`config.mk`:
```
export PLATFORM = sky130hd
export DESIGN_NAME = reg_alloc_unit
export DESIGN_NICKNAME = d
export VERILOG_FILES = /design/src/rtl/rau_pkg.sv /design/src/rtl/rau_free_finder.sv /design/src/rtl/reg_alloc_unit.sv
export SDC_FILE = /design/constraint.sdc
export NUM_CORES = 1
export LEC_CHECK = 0
export BUFFER_PORTS_ARGS = -buffer_cell sky130_fd_sc_hd__clkbuf_2
export CORE_MARGIN = 4
export CORE_UTILIZATION = 62
export CTS_CLUSTER_SIZE = 28
export DETAILED_ROUTE_END_ITERATION = 10
export GPL_TIMING_DRIVEN = 0
export HOLD_SLACK_MARGIN = 0.15
export PLACE_DENSITY = 0.92
export SLEW_MARGIN = 5
export SYNTH_ARGS = -nofsm -noshare
export SYNTH_HDL_FRONTEND = slang
export SYNTH_HIERARCHICAL = 1
export SYNTH_SLANG_ARGS = --single-unit
```
`constraint.sdc`:
```
create_clock -name i_clk -period 5.29 [get_ports i_clk]
set_clock_uncertainty 0.1 [all_clocks]
set_input_delay 1.3225 -clock i_clk [delete_from_list [all_inputs] [get_ports i_clk]]
set_output_delay 1.3225 -clock i_clk [all_outputs]
set_load 0.05 [all_outputs]
```
`src/rtl/rau_pkg.sv`:
```
// Shared configuration, derived widths and types for the register allocation unit.
// Editing the base localparams here re-sizes the whole unit.
package rau_pkg;

   localparam int unsigned NUM_WARPS  = 8;
   localparam int unsigned ARCH_REGS  = 8;
   localparam int unsigned NUM_BANKS  = 4;
   localparam int unsigned NUM_ROWS   = 8;
   localparam int unsigned GRAN       = 2;

   localparam int unsigned BPW        = ARCH_REGS / GRAN;
   localparam int unsigned GPR        = NUM_BANKS / GRAN;
   localparam int unsigned NUM_BLOCKS = NUM_ROWS * GPR;

   localparam int unsigned WARP_W = $clog2(NUM_WARPS);
   localparam int unsigned REG_W  = $clog2(ARCH_REGS);
   localparam int unsigned BANK_W = $clog2(NUM_BANKS);
   localparam int unsigned ROW_W  = $clog2(NUM_ROWS);
   localparam int unsigned BLK_W  = $clog2(NUM_BLOCKS);
   localparam int unsigned PTR_W  = (BPW > 1) ? $clog2(BPW) : 1;
   localparam int unsigned NBLK_W = $clog2(BPW + 1);
   localparam int unsigned CNT_W  = $clog2(NUM_BLOCKS + 1);

   typedef enum logic [1:0] {StIdle, StAlloc, StDealloc} state_e;

   typedef struct packed {
      logic             valid;
      logic [BLK_W-1:0] block;
   } lut_entry_t;

   typedef struct packed {
      logic              mapped;
      logic [BANK_W-1:0] bank;
      logic [ROW_W-1:0]  row;
   } xlate_t;

   function automatic logic [PTR_W-1:0] entry_of(input logic [REG_W-1:0] arch_reg);
      return PTR_W'(32'(arch_reg) / GRAN);
   endfunction

   // A block spans GRAN adjacent banks of one row; the reg offset picks the bank inside it.
   function automatic xlate_t xlate(input lut_entry_t ent, input logic [REG_W-1:0] arch_reg);
      xlate_t      x;
      int unsigned blk;
      int unsigned ar;
      blk = 32'(ent.block);
      ar  = 32'(arch_reg);
      x   = '0;
      if (ent.valid) begin
         x.mapped = 1'b1;
         x.bank   = BANK_W'((blk % GPR) * GRAN + (ar % GRAN));
         x.row    = ROW_W'(blk / GPR);
      end
      return x;
   endfunction

endpackage

```
`src/rtl/rau_free_finder.sv`:
```
// Priority encoder over the free map: lowest free block index plus an any-free flag.
module rau_free_finder
   import rau_pkg::*;
#(
   parameter int unsigned N = NUM_BLOCKS,
   parameter int unsigned W = BLK_W
) (
   input  logic [N-1:0] i_free,
   output logic [W-1:0] o_idx,
   output logic         o_any
);

   always_comb begin
      o_idx = '0;
      for (int i = N - 1; i >= 0; i--) begin
         if (i_free[i]) o_idx = W'(i);
      end
   end

   assign o_any = |i_free;

endmodule

```
`src/rtl/reg_alloc_unit.sv`:
```
// Grants physical RF blocks to warps on launch, reclaims them on exit, and translates
// arch registers of any warp to (bank, row) for two source reads and one writeback.
module reg_alloc_unit
   import rau_pkg::*;
(
   input  logic                 i_clk,
   input  logic                 i_rst_n,
   input  logic                 i_alloc_valid,
   output logic                 o_alloc_ready,
   input  logic [WARP_W-1:0]    i_alloc_warp,
   input  logic [NBLK_W-1:0]    i_alloc_nblk,
   output logic                 o_alloc_done,
   output logic                 o_alloc_fail,
   input  logic                 i_exit_valid,
   output logic                 o_exit_ready,
   input  logic [WARP_W-1:0]    i_exit_warp,
   output logic                 o_exit_done,
   output logic [NUM_WARPS-1:0] o_alloc_stall,
   output logic [CNT_W-1:0]     o_free_blocks,
   input  logic [WARP_W-1:0]    i_rd_warp,
   input  logic [REG_W-1:0]     i_rd0_reg,
   input  logic [REG_W-1:0]     i_rd1_reg,
   output logic [BANK_W-1:0]    o_rd0_bank,
   output logic [BANK_W-1:0]    o_rd1_bank,
   output logic [ROW_W-1:0]     o_rd0_row,
   output logic [ROW_W-1:0]     o_rd1_row,
   output logic                 o_rd0_mapped,
   output logic                 o_rd1_mapped,
   output logic                 o_rd_same_bank,
   input  logic [WARP_W-1:0]    i_wr_warp,
   input  logic [REG_W-1:0]     i_wr_reg,
   output logic [BANK_W-1:0]    o_wr_bank,
   output logic [ROW_W-1:0]     o_wr_row,
   output logic                 o_wr_mapped
);

   state_e                r_state;
   lut_entry_t            r_lut [NUM_WARPS][BPW];
   logic [NUM_BLOCKS-1:0] r_free;
   logic [CNT_W-1:0]      r_free_cnt;
   logic [WARP_W-1:0]     r_warp;
   logic [PTR_W-1:0]      r_ptr;
   logic [NBLK_W-1:0]     r_left;
   logic                  r_alloc_done;
   logic                  r_alloc_fail;
   logic                  r_exit_done;

   logic                  w_idle;
   logic                  w_alloc_go;
   logic                  w_exit_go;
   logic                  w_warp_busy;
   logic                  w_reject;
   logic [BLK_W-1:0]      w_free_idx;
   logic                  w_free_any;
   lut_entry_t            w_dealloc_ent;
   xlate_t                w_rd0;
   xlate_t                w_rd1;
   xlate_t                w_wr;

   assign w_idle        = (r_state == StIdle);
   assign o_exit_ready  = w_idle;
   assign o_alloc_ready = w_idle && !i_exit_valid;
   assign w_exit_go     = i_exit_valid && w_idle;
   assign w_alloc_go    = i_alloc_valid && o_alloc_ready;

   always_comb begin
      w_warp_busy = 1'b0;
      for (int e = 0; e < BPW; e++) begin
         w_warp_busy = w_warp_busy | r_lut[i_alloc_warp][e].valid;
      end
   end

   assign w_reject = (32'(i_alloc_nblk) > 32'(r_free_cnt)) || (32'(i_alloc_nblk) > BPW)
                     || w_warp_busy;

   assign w_dealloc_ent = r_lut[r_warp][r_ptr];

   rau_free_finder #(
      .N (NUM_BLOCKS),
      .W (BLK_W)
   ) u_free_finder (
      .i_free (r_free),
      .o_idx  (w_free_idx),
      .o_any  (w_free_any)
   );

   always_ff @(posedge i_clk or negedge i_rst_n) begin
      if (!i_rst_n) begin
         r_state <= StIdle;
         for (int w = 0; w < NUM_WARPS; w++) begin
            for (int e = 0; e < BPW; e++) begin
               r_lut[w][e] <= '0;
            end
         end
         r_free       <= '1;
         r_free_cnt   <= CNT_W'(NUM_BLOCKS);
         r_warp       <= '0;
         r_ptr        <= '0;
         r_left       <= '0;
         r_alloc_done <= 1'b0;
         r_alloc_fail <= 1'b0;
         r_exit_done  <= 1'b0;
      end else begin
         r_alloc_done <= 1'b0;
         r_alloc_fail <= 1'b0;
         r_exit_done  <= 1'b0;
         case (r_state)
            StIdle: begin
               if (w_exit_go) begin
                  r_warp  <= i_exit_warp;
                  r_ptr   <= '0;
                  r_state <= StDealloc;
               end else if (w_alloc_go) begin
                  if (w_reject) begin
                     r_alloc_fail <= 1'b1;
                  end else if (i_alloc_nblk == '0) begin
                     r_alloc_done <= 1'b1;
                  end else begin
                     r_warp  <= i_alloc_warp;
                     r_left  <= i_alloc_nblk;
                     r_ptr   <= '0;
                     r_state <= StAlloc;
                  end
               end
            end
            StAlloc: begin
               // Capacity was checked on acceptance, so a free block is always present here.
               if (w_free_any) begin
                  r_lut[r_warp][r_ptr] <= '{valid: 1'b1, block: w_free_idx};
                  r_free[w_free_idx]   <= 1'b0;
                  r_free_cnt           <= r_free_cnt - 1'b1;
               end
               r_ptr  <= r_ptr + 1'b1;
               r_left <= r_left - 1'b1;
               if (r_left == NBLK_W'(1)) begin
                  r_alloc_done <= 1'b1;
                  r_state      <= StIdle;
               end
            end
            StDealloc: begin
               if (w_dealloc_ent.valid) begin
                  r_lut[r_warp][r_ptr].valid  <= 1'b0;
                  r_free[w_dealloc_ent.block] <= 1'b1;
                  r_free_cnt                  <= r_free_cnt + 1'b1;
               end
               r_ptr <= r_ptr + 1'b1;
               if (r_ptr == PTR_W'(BPW - 1)) begin
                  r_exit_done <= 1'b1;
                  r_state     <= StIdle;
               end
            end
            default: r_state <= StIdle;
         endcase
      end
   end

   always_comb begin
      o_alloc_stall = '0;
      if (r_state == StAlloc) o_alloc_stall[r_warp] = 1'b1;
   end

   assign o_alloc_done  = r_alloc_done;
   assign o_alloc_fail  = r_alloc_fail;
   assign o_exit_done   = r_exit_done;
   assign o_free_blocks = r_free_cnt;

   assign w_rd0 = xlate(r_lut[i_rd_warp][entry_of(i_rd0_reg)], i_rd0_reg);
   assign w_rd1 = xlate(r_lut[i_rd_warp][entry_of(i_rd1_reg)], i_rd1_reg);
   assign w_wr  = xlate(r_lut[i_wr_warp][entry_of(i_wr_reg)], i_wr_reg);

   assign o_rd0_bank     = w_rd0.bank;
   assign o_rd0_row      = w_rd0.row;
   assign o_rd0_mapped   = w_rd0.mapped;
   assign o_rd1_bank     = w_rd1.bank;
   assign o_rd1_row      = w_rd1.row;
   assign o_rd1_mapped   = w_rd1.mapped;
   assign o_rd_same_bank = w_rd0.mapped && w_rd1.mapped && (w_rd0.bank == w_rd1.bank);
   assign o_wr_bank      = w_wr.bank;
   assign o_wr_row       = w_wr.row;
   assign o_wr_mapped    = w_wr.mapped;

endmodule

```
* Word level (Yosys, flattened, before mapping)
Cells that the tools add are included.
Widths: inputs -> output; s select.
** Storage, ports and cells
- Register bits :: 194
- Bits in latches :: 0
- Bits in writable memories :: 0
- Memory bits (read-only) :: 0
- Bits of input ports :: 28
- Word-level logic and storage cells :: 258
- Memories :: 0
** Operators by class
- $add $sub $neg :: 7
- $mul :: 0
- Div/mod/pow operators :: 0
- Magnitude comparators :: 18
- Equal/unequal tests :: 18
- Shift-type cells :: 0
- Multiplexer cells :: 102
- Bitwise operators :: 14
- Reductions and logical operators :: 26
** Operators with widths (count)
- $bwmux 160 :: 2
- $mux 160 :: 2
- $pmux 160 s2 :: 1
- $bmux 20 s3 :: 4
- $mux 20 :: 10
- $demux 20 s3 :: 2
- $mux 4 :: 16
- $mux 5 :: 12
- $bmux 5 s2 :: 4
- $mux 16 :: 2
- $pmux 16 s2 :: 1
- $mux 3 :: 8
- $demux 5 s2 :: 2
- $mux 2 :: 10
- $mux 6 :: 3
- $and 16x16->16 :: 1
- $ge 4x4->1 const B :: 4
- $ne 2x2->1 const B :: 8
- $not 16->16 :: 1
- $not 3->4 :: 4
- $or 16x16->16 :: 1
- $reduce_or 16->1 :: 1
- $mux 1 :: 14
- $ge 3x3->1 const B :: 4
- 40 further kinds :: 68

* Longest topological paths before layout
- Depth after elaboration :: 24
- Gate-level depth with buffers :: 12
- Mapped depth without buffers :: 9

* Cells and area by module
The synthesis kept the hierarchy.
** By module, submodules not included
- reg_alloc_unit :: times used 1, cells an instance 1010, area an instance 12898.6 µm², sequential area each 4875.9 µm²
- rau_free_finder :: times used 1, cells an instance 34, area an instance 176.4 µm², sequential area each 0.0 µm²

* Least setup slack after synthesis
No wires, ideal clock.
- Path kind :: input port to output port
- From :: input i_rd_warp[0]
- To :: output o_rd_same_bank
- Arrival time :: 4.276 ns
- Required time :: 3.868 ns
- Slack :: -0.409 ns
- Cell stages on the path :: 7
- Cells stage by stage :: clkbuf_1 buf_2 mux4_2 mux2i_1 mux4_2 xor2_1 nor4_1
** On the way
- Longest elaborated chain between the ends :: 11
- Elaborated cells between the ends (all ways) :: 17
- Classes of those cells :: 2 x add/sub; 1 x eq/ne; 11 x mux; 1 x bitwise; 2 x reduce/logical
** RTL lines
- start, declared :: RTL line reg_alloc_unit.sv:20 : input logic [WARP_W-1:0] i_rd_warp,
- $not 3->4 (implied by the code) * :: RTL line reg_alloc_unit.sv:167, reg_alloc_unit.sv:168
- $bmux 20 s3 * :: RTL line reg_alloc_unit.sv:167, reg_alloc_unit.sv:168
- $mux 20 (implied by the code) * (2 in a row) :: RTL line reg_alloc_unit.sv:167, reg_alloc_unit.sv:168
- $bmux 5 s2 (on tied branches) :: RTL line reg_alloc_unit.sv:167, reg_alloc_unit.sv:168
- $mux 5 (on tied branches) (2 in a row) :: RTL line reg_alloc_unit.sv:167, reg_alloc_unit.sv:168
- $add 2x1->2 :: RTL line rau_pkg.sv:51 : x.bank = BANK_W'((blk % GPR) * GRAN + (ar % GRAN));
- $mux 6 :: RTL line rau_pkg.sv:49 : if (ent.valid) begin
- $eq 2x2->1 :: RTL line reg_alloc_unit.sv:177 : assign o_rd_same_bank = w_rd0.mapped && w_rd1.mapped && (w_rd0.bank == w_rd1.bank);
- $logic_and 1x1->1 * :: RTL line reg_alloc_unit.sv:177
- end, declared :: RTL line reg_alloc_unit.sv:29 : output logic o_rd_same_bank,
Mark *: on every way between the ends. The rest lies on a longest branch, timed or not. The select of a mux whose other input is x is not followed.

* Worst setup path in the final report
- From :: input i_rd_warp[1]
- To :: output o_rd_same_bank
The elaborated chain is that of the path after synthesis.

==> results summary <==
The synthesized netlist devotes 0.469% of its cell area to XOR and XNOR gates. The count of endpoints failing hold in the final timing report is 0. The via count of the first global-routing pass is 11200. The number of violations of the max-capacitance limit came out at 0. The standard cell with the maximum stage delay on the critical path is clkbuf_1. The placeable core area came out at 20500 um^2.

The repair_antennas step left the layout with diodes totalling 0. The power density normalized to cell area came out at 500 nW/um^2. The buffer levels on the longest clock path is 2. In the layout the commonest cells are dfrtp_1 (177), mux2_2 (131), mux4_2 (112), nand2_1 (72), clkbuf_2 (60). STA classifies the critical path startpoint as an input pin. The post-synthesis mux area share is 36.2%.

The buffers inserted during post-CTS setup optimization is 0. For the worst setup path, the data arrival time is 3.84 ns. The share of cells above drive strength 1 came out at 41.3%. The total of warnings raised by yosys is 6. Relative to the synthesized area, the layout overhead comes to 9.88%.

The count of nets left with antenna violations once routing finished came out at 0. TritonCTS built the clock tree. A synthesized cell averages 12.5 um^2. The peak per-stage delay on the critical path is 0.65 ns. Fill cells in the final layout number 1368. The number of antenna violations at the first check in global routing is 1. The global-route wire length before repair is 66.7 mm.

The number of clock buffers inserted by TritonCTS came out at 17. Summed over all layers, the global routing overflow is 0. After clock tree synthesis, the clock-pin slew on the worst setup and hold paths is 0.07 ns. Gates resized during post-CTS repair numbered 16.

Of all nets on the critical path, the largest fanout is 10. The count of port buffers added during placement came out at 57. The final wirelength is 44.3 mm. Summing the areas of all compound-gate instances in the mapped netlist gives 9.20% of the synthesized area. The overall power of the completed layout is 0.00718 W. The initial utilization of the core area, before any placement, comes to 63.8%. The die covers 23500 um^2.

The H-tree was split into 4 levels. The worst-skew pair later-pin latency is 0.45 ns. The achievable clock frequency came out at 190 MHz.

The number of synthesized register bits is 194. The share of flip-flops with an asynchronous set or reset came out at 100%. The total via count after detailed routing is 11000. After the first detailed-routing iteration, the DRC count stood at 2043. Walking the worst path, the cells encountered are clkbuf_2 -> clkbuf_1 -> mux4_2 -> mux2i_1 -> mux4_2 -> nor4_2 -> clkbuf_2. STA classifies the critical path endpoint as an output pin. Measured along the x axis, the die boundary spans 153 um. The vertical die dimension came out at 153 um. After detailed routing, the average wire length per cell comes to 31.6 um. Counting distinct cell types in the post-synthesis netlist gives 83.

Entering global routing, the biggest net connects 103 pins. Summing all flip-flop and latch instances after layout gives 4880 um^2. The run finished with clean final reports. The congestion estimate from routability-driven global placement came to 1.05. The number of enable flip-flop cells after synthesis came out at 0.

The simple-gate portion of the synthesized area is 11.3%. By area, the combinational part of the netlist is dominated by multiplexers. The number of failing setup endpoints in the final timing report came out at 0.

The fraction of synthesized cell area taken by the top area cell type came out at 33.9%. The tree is rooted in a clkbuf_16. Leaving out fill and tap cells, the most frequent cell in the layout is dfrtp_1. The final total negative setup slack came out at 0 ns. The leakage power figure came out at 6.32 nW. After detailed routing, the number of vias per cell comes to 7.84. The initialized floorplan defines 52 standard-cell rows. The DRC violation count after routing is 0. Setup repair after global routing left no endpoint under its margin. Before antenna repair, the detailed router went through 8 iterations. The sum of net half-perimeters after detailed placement came out at 31.1 mm. The synthesized netlist cell count came out at 1044.

The maximum resistive drop on vdd is 0.414 mV. The number of pins with negative max-slew slack in the final report came out at 0. The worst pin sits at a relative slew slack of 16.9%. The clock period minus final worst setup slack came out at 5.26 ns. Yosys attributes the largest share of cell area to dfrtp_1 (34%), mux4_2 (19%), mux2_2 (11%), dfstp_2 (3.4%), mux2i_1 (3.1%). For this run, the leading register cell type out of synthesis is dfrtp_1. The final layout contains 1164 nets. Of the available clock period, the critical path in the final layout requires 99.4%. Of the synthesized area, sequential elements account for 37.3%.

The mapped cell area came out at 13100 um^2. The number of sinks driven by the clock tree is 194. For the pin with the worst max-slew slack, the measured transition is 1.25 ns. The post-synthesis net count came out at 1089. The combined global-route utilization of all metal layers is 37.7%. The synthesized design spends more area on one cell type than any other, namely dfrtp_1. 65 I/O pins were placed. The type of the worst setup path is input pin to output pin. In this run, post-CTS hold repair placed 0 buffers. The min-delay analysis places its worst path in the category flip-flop to flip-flop. Data on the critical path is required at its endpoint by 3.87 ns. The synthesized-area fraction occupied by adder cells came out at 1.68%. The footprint of the multi-input gates came out at 7720 um^2.
worst max-delay path, delay by kind of cell:
| family | cells | cell delay [ns] |
|---|---|---|
| and+or+nand+nor | 1 | 0.28 |
| muxes | 3 | 1.14 |
| buffers and inverters | 3 | 1.08 |
routing by layer:
metal	GRT usage (%)	vias to the layer above	share of wire, %
li1	-	4187	-
met1	46.2	5324	33
met2	55.9	1120	43
met3	15.3	359	16
met4	23.3	0	8.8
met5	0	-	0
registers in the layout (all words and copies together), names as in the netlist:
name           cells
r_lut            160
r_free            16
o_free_blocks      5
r_left             3
r_warp             3
r_ptr              2
r_state            2
o_alloc_done       1
o_alloc_fail       1
o_exit_done        1
cells in the mapped netlist (9+ instances only):
library cell	count
nor3_1	11
ha_1	16
a22o_1	9
dfrtp_1	177
o21ai_0	52
nor3_4	12
clkbuf_1	34
mux2_4	19
mux4_2	112
dfstp_2	17
nand2b_1	25
nor2b_1	12
mux2i_1	41
nand2_1	72
a31oi_1	10
mux2_2	131
buf_6	10
a221oi_1	16
a21oi_1	14
nor2_1	46
buf_2	19
nand3_1	23
inv_1	21
per-stage QoR:
step | utilization [%] | setup WS, ns | cell area, um^2 | instances | hold slack, ns
4_1_cts | 69.9 | 0.0352 | 14300 | 1402 | 0.408
5_1_grt | 70.1 | 0.00471 | 14400 | 1402 | 0.431
3_5_place_dp | 67.0 | -0.371 | 13700 | 1372 | 0.397
3_3_place_gp | 66.9 | -0.718 | 13700 | 1371 | 0.388
6_report | 70.1 | 0.0311 | 14400 | 1402 | 0.408
2_1_floorplan | - | 0.166 | 13100 | 1044 | 0.370
final timing paths:
path                                            start                      to  slack [ns]  depth (start not counted)
worst max-delay path                     i_rd_warp[1]          o_rd_same_bank        0.03                          7
worst max register to register  r_warp[2]$_DFFE_PN0P_   r_free[3]$_DFFE_PN1P_        1.35                         10
worst min-delay path            r_free[8]$_DFFE_PN1P_   r_free[8]$_DFFE_PN1P_        0.41                          2
max in group asynchronous                     i_rst_n  r_free[15]$_DFFE_PN1P_        3.25                          2
min in group asynchronous                     i_rst_n   r_lut[79]$_DFFE_PN0P_        0.87                          1
worst min register to register  r_free[8]$_DFFE_PN1P_   r_free[8]$_DFFE_PN1P_        0.41                          2
layout make-up:
cell class                 instances  share of cell area (%)
multi-input combinational        749                    53.7
sequential                       194                    33.9
buffer                            76                    3.23
clock buffer                      19                    3.01
tap                              270                    2.35
timing repair buffer              58                    2.24
clock inverter                    13                   0.880
inverter                          23                   0.601
power breakdown:
group          total [W]  leakage [nW]  switching (W)  internal [W]
clock network    0.00128         0.267       0.000618      0.000658
logic            0.00359          3.44        0.00226       0.00134
registers        0.00232          2.61       0.000448       0.00187
cell families (layout without fill, tap and decap cells):
group	after synthesis	after routing
multiplexers	306	306
AND/OR/NAND/NOR	254	254
flip-flops	194	194
AO/OA/AOI/OAI	165	165
buffers and inverters	101	189
adder cells (fa/ha/maj)	17	17
XOR/XNOR	7	7
No activity file was read; power rests on OpenSTA's default activity.
